==> config.mk <==
export PLATFORM = sky130hd
export DESIGN_NAME = sfifo_wr_arbiter
export DESIGN_NICKNAME = d
export VERILOG_FILES = /design/src/rtl/sfifo_wr_arbiter.sv
export SDC_FILE = /design/constraint.sdc
export NUM_CORES = 1
export LEC_CHECK = 0
export CORE_UTILIZATION = 39
export CTS_BUF_LIST = sky130_fd_sc_hd__clkbuf_4
export DETAILED_ROUTE_END_ITERATION = 10
export PLACE_DENSITY = 0.91
export SYNTH_ARGS = -nofsm -noshare
export SYNTH_HDL_FRONTEND = slang
export SYNTH_SLANG_ARGS = --single-unit
==> constraint.sdc <==
create_clock -name clk -period 4.6 [get_ports clk]
set_clock_uncertainty 0.2 [all_clocks]
set_input_delay 0.92 -clock clk [delete_from_list [all_inputs] [get_ports clk]]
set_output_delay 0.92 -clock clk [all_outputs]
set_load 0.01 [all_outputs]
==> src/rtl/sfifo_wr_arbiter.sv <==
// rtl/sfifo_wr_arbiter.sv - round-robin, burst-locked arbiter sharing one sfifo write port
// Optional build macro WRARB_PRIO0_EN: requester 0 wins every idle arbitration it takes part in.
module sfifo_wr_arbiter #(
  parameter int N     = 4,
  parameter int WIDTH = 8,
  parameter int BURST = 4,
  localparam int OW   = (N > 1) ? $clog2(N) : 1,
  localparam int CW   = $clog2(BURST) + 1
) (
  input  logic               clk,
  input  logic               rst_n,
  input  logic [N-1:0]       req_valid,
  input  logic [N*WIDTH-1:0] req_data,
  output logic [N-1:0]       req_ready,
  input  logic               fifo_wfull,
  output logic               fifo_winc,
  output logic [WIDTH-1:0]   fifo_wdata,
  output logic [OW-1:0]      owner,
  output logic               busy
);

  typedef enum logic {ST_IDLE, ST_BURST} state_t;

  state_t        state, state_nx;
  logic [OW-1:0] rr_ptr, rr_nx, owner_nx, pick, owner_inc, cand;
  logic [CW-1:0] beat_cnt, cnt_nx;
  logic          found, own_valid, rel;

  assign busy       = (state == ST_BURST);
  assign own_valid  = req_valid[owner];
  assign fifo_winc  = busy & own_valid & ~fifo_wfull;
  assign fifo_wdata = req_data[owner*WIDTH +: WIDTH];
  assign owner_inc  = (owner == OW'(N - 1)) ? '0 : owner + OW'(1);

  always_comb begin
    req_ready = '0;
    if (busy && !fifo_wfull) req_ready[owner] = 1'b1;
  end

  // Scan from the far end so the index closest to rr_ptr is written last and wins.
  always_comb begin
    pick  = rr_ptr;
    found = 1'b0;
    cand  = '0;
    for (int k = N - 1; k >= 0; k--) begin
      cand = OW'((int'(rr_ptr) + k) % N);
      if (req_valid[cand]) begin
        pick  = cand;
        found = 1'b1;
      end
    end
`ifdef WRARB_PRIO0_EN
    if (req_valid[0]) begin
      pick  = '0;
      found = 1'b1;
    end
`endif
  end

  always_comb begin
    state_nx = state;
    owner_nx = owner;
    rr_nx    = rr_ptr;
    cnt_nx   = beat_cnt;
    rel      = 1'b0;
    case (state)
      ST_IDLE: begin
        if (found) begin
          state_nx = ST_BURST;
          owner_nx = pick;
          cnt_nx   = '0;
        end
      end
      ST_BURST: begin
        if (!own_valid) begin
          rel = 1'b1;
        end else if (fifo_winc) begin
          cnt_nx = beat_cnt + CW'(1);
          if (beat_cnt == CW'(BURST - 1)) rel = 1'b1;
        end
        if (rel) begin
          state_nx = ST_IDLE;
          cnt_nx   = '0;
          rr_nx    = owner_inc;
`ifdef WRARB_PRIO0_EN
          // Requester 0 is always granted by override here, so its bursts leave rr_ptr alone.
          if (owner == '0) rr_nx = rr_ptr;
`endif
        end
      end
      default: state_nx = ST_IDLE;
    endcase
  end

  always_ff @(posedge clk or negedge rst_n) begin
    if (!rst_n) begin
      state    <= ST_IDLE;
      owner    <= '0;
      rr_ptr   <= '0;
      beat_cnt <= '0;
    end else begin
      state    <= state_nx;
      owner    <= owner_nx;
      rr_ptr   <= rr_nx;
      beat_cnt <= cnt_nx;
    end
  end

endmodule

## Word-level counts from Yosys, hierarchy flattened

Index checks and enable logic that the tools add are counted.

| storage, ports and cells | value |
|---|---|
| output and inout port bits | 16 |
| register bits | 8 |

| cells by class | value |
|---|---|
| mux-type cells | 34 |
| reductions and logical operators | 6 |
| $lt $le $gt $ge | 6 |
| eq/ne operators | 5 |
| shift-type cells | 1 |
| add/sub/neg operators | 5 |
| bitwise operators | 4 |

Operator list:

| cell | count |
|---|---|
| 32-bit by 6-bit variable part select with 8-bit output | 1 |
| 1-bit 2-to-1 mux | 16 |
| 2-bit by 3-bit < comparator with 1-bit output, second input constant | 5 |
| 3-bit 2-to-1 mux | 4 |
| 1-bit binary-select mux with 2-bit select | 5 |
| 2-bit 2-to-1 mux | 5 |
| 3-bit case mux with 2 select lines | 1 |
| 2-bit by 1-bit adder with 2-bit output, second input constant | 2 |
| 2-bit adder, second input constant | 2 |
| 4-bit 2-to-1 mux | 1 |
| 2-bit AND reduction | 2 |
| 3-bit by 1-bit adder with 3-bit output, second input constant | 1 |
| 3-bit by 2-bit equality test with 1-bit output, second input constant | 1 |
| 3-bit by 1-bit inequality test with 1-bit output, second input constant | 1 |
| 3-bit by 2-bit inequality test with 1-bit output, second input constant | 1 |
| 3-bit AND reduction | 1 |
| 1-bit AND | 2 |
| 1-bit demux with 2-bit select | 1 |
| 2-bit equality test, second input constant | 1 |
| 2-bit by 1-bit greater-or-equal comparator with 1-bit output, second input constant | 1 |
| 1-bit logical AND | 2 |
| 2-bit inequality test, second input constant | 1 |
| 1-bit NOT | 2 |
| 1-bit case mux with 2 select lines | 1 |
| 1-bit logical NOT | 1 |

## Depth between registers and ports, before layout

| logic depth | value |
|---|---|
| word-level depth | 9 |
| mapped depth | 5 |
| gate-level depth less buffers | 5 |

## Worst setup path before layout

No wires, ideal clock.

| path | value |
|---|---|
| kind | input-to-output |
| start | input port req_valid[3] |
| end | output port fifo_winc |
| path buffers | 0 |
| path slack | 1,831 ps |
| stages on the path | 2 |
| arrival time | 1,649 ps |
| cell sequence | mux4_2 -> and2_1 |

| on the way | value |
|---|---|
| longest elaborated chain between the ends | 4 |

Ends and longest elaborated chain:

| item | RTL line | text |
|---|---|---|
| from (decl) | 12 | `input logic [N-1:0] req_valid,` |
| 1-bit binary-select mux with 2-bit select | 30 | `assign own_valid = req_valid[owner];` |
| 1-bit 2-to-1 mux (implied by the code) | 30 |  |
| 1-bit AND (2 in a row) | 31 | `assign fifo_winc = busy & own_valid & ~fifo_wfull;` |
| to (decl) | 16 | `output logic fifo_winc,` |

No other way between the ends. The select of a mux whose other input is x is not followed.

## Final worst setup path

Same ends and word-level chain as after synthesis.

==> run summary <==
Share of cells above drive strength 1: 0.1613
Routed len/inst: 15.57 um
Tot GR Track Use: 0.2204
Sw Ratio: 0.3835
Type of element launching the critical path: input port
Top cell type's share of synthesized area: 0.2531
Initial Util: 0.4124
P_sw: 241.6 uW
Ys flop type: dfrtp_1
Cells after Synth: 70
Main area contributors after synthesis: mux4_2 25%, dfrtp_1 25%, ha_1 9.4%
Setup crit end: fifo_winc
Worst Max-Slew Pin Slew: 0.6467 ns
Max incr delay on CP: 0.59 ns
Die H: 47.31 um
CTS Sinks: 8
Status: complete, no violations
Post-synthesis sequential area ratio: 0.2500
Crit share post-route: 0.8264
FMAX: 263.1 MHz
First-pass DRT Iterations: 4
P&R area growth vs syn: 72.81%
Final Hold Vio Count: 0
Max transition margin: 0.5689
Max-cap violations: 0
Peak supply drop: 0.0003355 V
R2R depth: 3
Sum Neg Setup Slack: 0 ns
Initial antenna violation count: 0
Clock power share: 0.089
Hold Buf Count CTS: 0
Sequential power share: 0.264
Required time of the critical path: 3.48 ns
Kind of critical path: in -> out
GRT overflow: 0
Max FO, Critical Path: 8
Final Setup Violations: 0
GPL Wtd Cong: 0.7780
Post_cts resized: 0
Vias in the first global route: 783
Fillers: 150
CP dominant cell by count: clkdlybuf4s50_1
Leak: 0.5476 nW
Synth Warn #: 0
Average size of a mapped cell: 11.44 um2
Clock latency on the worst-skew pair: 0.27 ns
CP cell instances: clkdlybuf4s50_1 > mux4_2 > and2_1 > clkdlybuf4s50_1
Synth cell types: 31
Rows: 16
Setup slack, reg-to-reg: 2.39 ns
Fraction of registers with async set/reset: 1.000
Hold Path Class: reg -> reg
Number of cells on the critical path: 4
Ant. Diodes: 0
Power per cell area: 455.3 mW/mm2
Clk slew on worst S/H paths: 0.05 ns
Port Buf Inserts: 54
Global-route wire length before repair: 3270 um
Min Tclk post-route: 3.801 ns
CP max-delay cell: mux4_2
Internal Power: 388.5 uW
1st-iter DRT viols: 10
TritonCTS clock tree: done
Nets: 171
Net Count, Synth: 115
Finished Layout Cells: 151
RSZ-0062 raised after global routing: no
# placed instances: 148
Worst R2R Start: owner[1]
Post-synth EDFFs: 0
Tightest hold margin: 0.2843 ns
Setup crit start: req_valid[3]
Post-synthesis register bit count: 8
Worst path top cell family by delay: buffers and inverters
Io pins: 55
CP arrival: 2.68 ns
Crit Reg-Reg Endpoint: rr_ptr[1]
Die area: 0.002238 mm2
Clk root buf: clkbuf_4
Post-synthesis cell type with the largest combined area: mux4_2
Core footprint: 0.001942 mm2
DRT Wirelength: 2351 um
Die Span X: 47.31 um
Setup crit end kind: primary output
Synthesized area: 800.8 um2
Fin. max-slew vios: 0
Final HPWL DP: 2014 um
Comb pwr share: 0.647
Post-route ant nets: 0
Clock Path Buffers: 2
Vias per Instance: 5.371
Total CTS buffers: 3
Post-CTS Setup Bufs: 0
Final non-filler cell area: 0.001384 mm2
Post-Place Cell Area: 0.001361 mm2
DRC viols: 0
Largest net degree at the start of global routing: 16
Routed via count: 811
H-tree depth: 1
WP buf/inv: 2
## logic make-up (layout without fill, tap and decap cells)
kind of cell	count (synthesis)	count (layout)	share of synthesized area
multiplexers	13	13	0.3062
flip-flops	8	8	0.2500
AND/OR/NAND/NOR	18	18	0.1375
buffers and inverters	10	64	0.05000
adder cells (fa/ha/maj)	6	6	0.09375
AO/OA/AOI/OAI	15	15	0.1625
## how the worst min path moves through the flow
stage	startpoint	end	slack, ns	cells after the start
after floorplan	beat_cnt[0]	beat_cnt[0]	0.26	1
after global placement	beat_cnt[0]	beat_cnt[0]	0.27	1
after detailed placement	beat_cnt[0]	beat_cnt[0]	0.28	1
after CTS	beat_cnt[0]	beat_cnt[0]	0.28	1
after global routing	beat_cnt[0]	beat_cnt[0]	0.32	1
final	beat_cnt[0]	beat_cnt[0]	0.28	1
## per-layer routing
metal  GRT usage  wire [um]  part of all wire
met2      0.4329       1297              0.55
met3     0.06538        239              0.10
met5           0          0                 0
met4     0.08571         34             0.014
met1      0.2086        780              0.33
## state kept, by name, indices dropped and copies added (netlist names)
name / cells
owner: 2
busy: 1
beat_cnt: 3
rr_ptr: 2
## layout by cell type, fill, tap and decap left out, drive strengths merged, types with 2 or more instances in the layout
cell type | synthesis | layout
clkbuf | 0 | 3
o22ai | 2 | 2
and2 | 6 | 6
clkdlybuf4s50 | 0 | 54
a22oi | 2 | 2
ha | 6 | 6
dfrtp | 8 | 8
mux2 | 2 | 2
mux4 | 9 | 9
a21oi | 3 | 3
mux2i | 2 | 2
inv | 7 | 7
nor2 | 4 | 4
## power groups by stage
stage	clock network, mW	logic (mW)	registers [mW]
final	0.0563	0.408	0.166
after global routing	0.0605	0.439	0.175
after CTS	0.0579	0.410	0.166
after detailed placement	0	0.409	0.168
after global placement	0	0.394	0.164
after floorplan	0	0.250	0.134
## final cells by class
type	count	area (um2)	share of cell area
sequential	8	200.2	0.1447
multi-input combinational	52	560.5	0.4051
timing repair buffer	54	540.5	0.3906
tap	27	33.78	0.02441
inverter	7	26.28	0.01899
clock buffer	3	22.52	0.01627
## synthesized netlist by cell type (2+ instances only)
cell / instances
o22ai_1: 2
mux2i_1: 2
a21oi_1: 2
mux2_2: 2
buf_2: 2
nor2_1: 4
a22oi_1: 2
dfrtp_1: 8
ha_1: 6
inv_1: 7
mux4_2: 9
and2_1: 5
## through the flow
step	power (mW)	utilization	setup slack, ns
after floorplan	0.3835	-	1.831
after global placement	0.5587	0.7010	0.8391
after detailed placement	0.5768	0.7010	0.8042
after CTS	0.6341	0.7126	0.8015
after global routing	0.6746	0.7126	0.7419
final	0.6301	0.7126	0.7985
(Power assumes the default switching activity.)
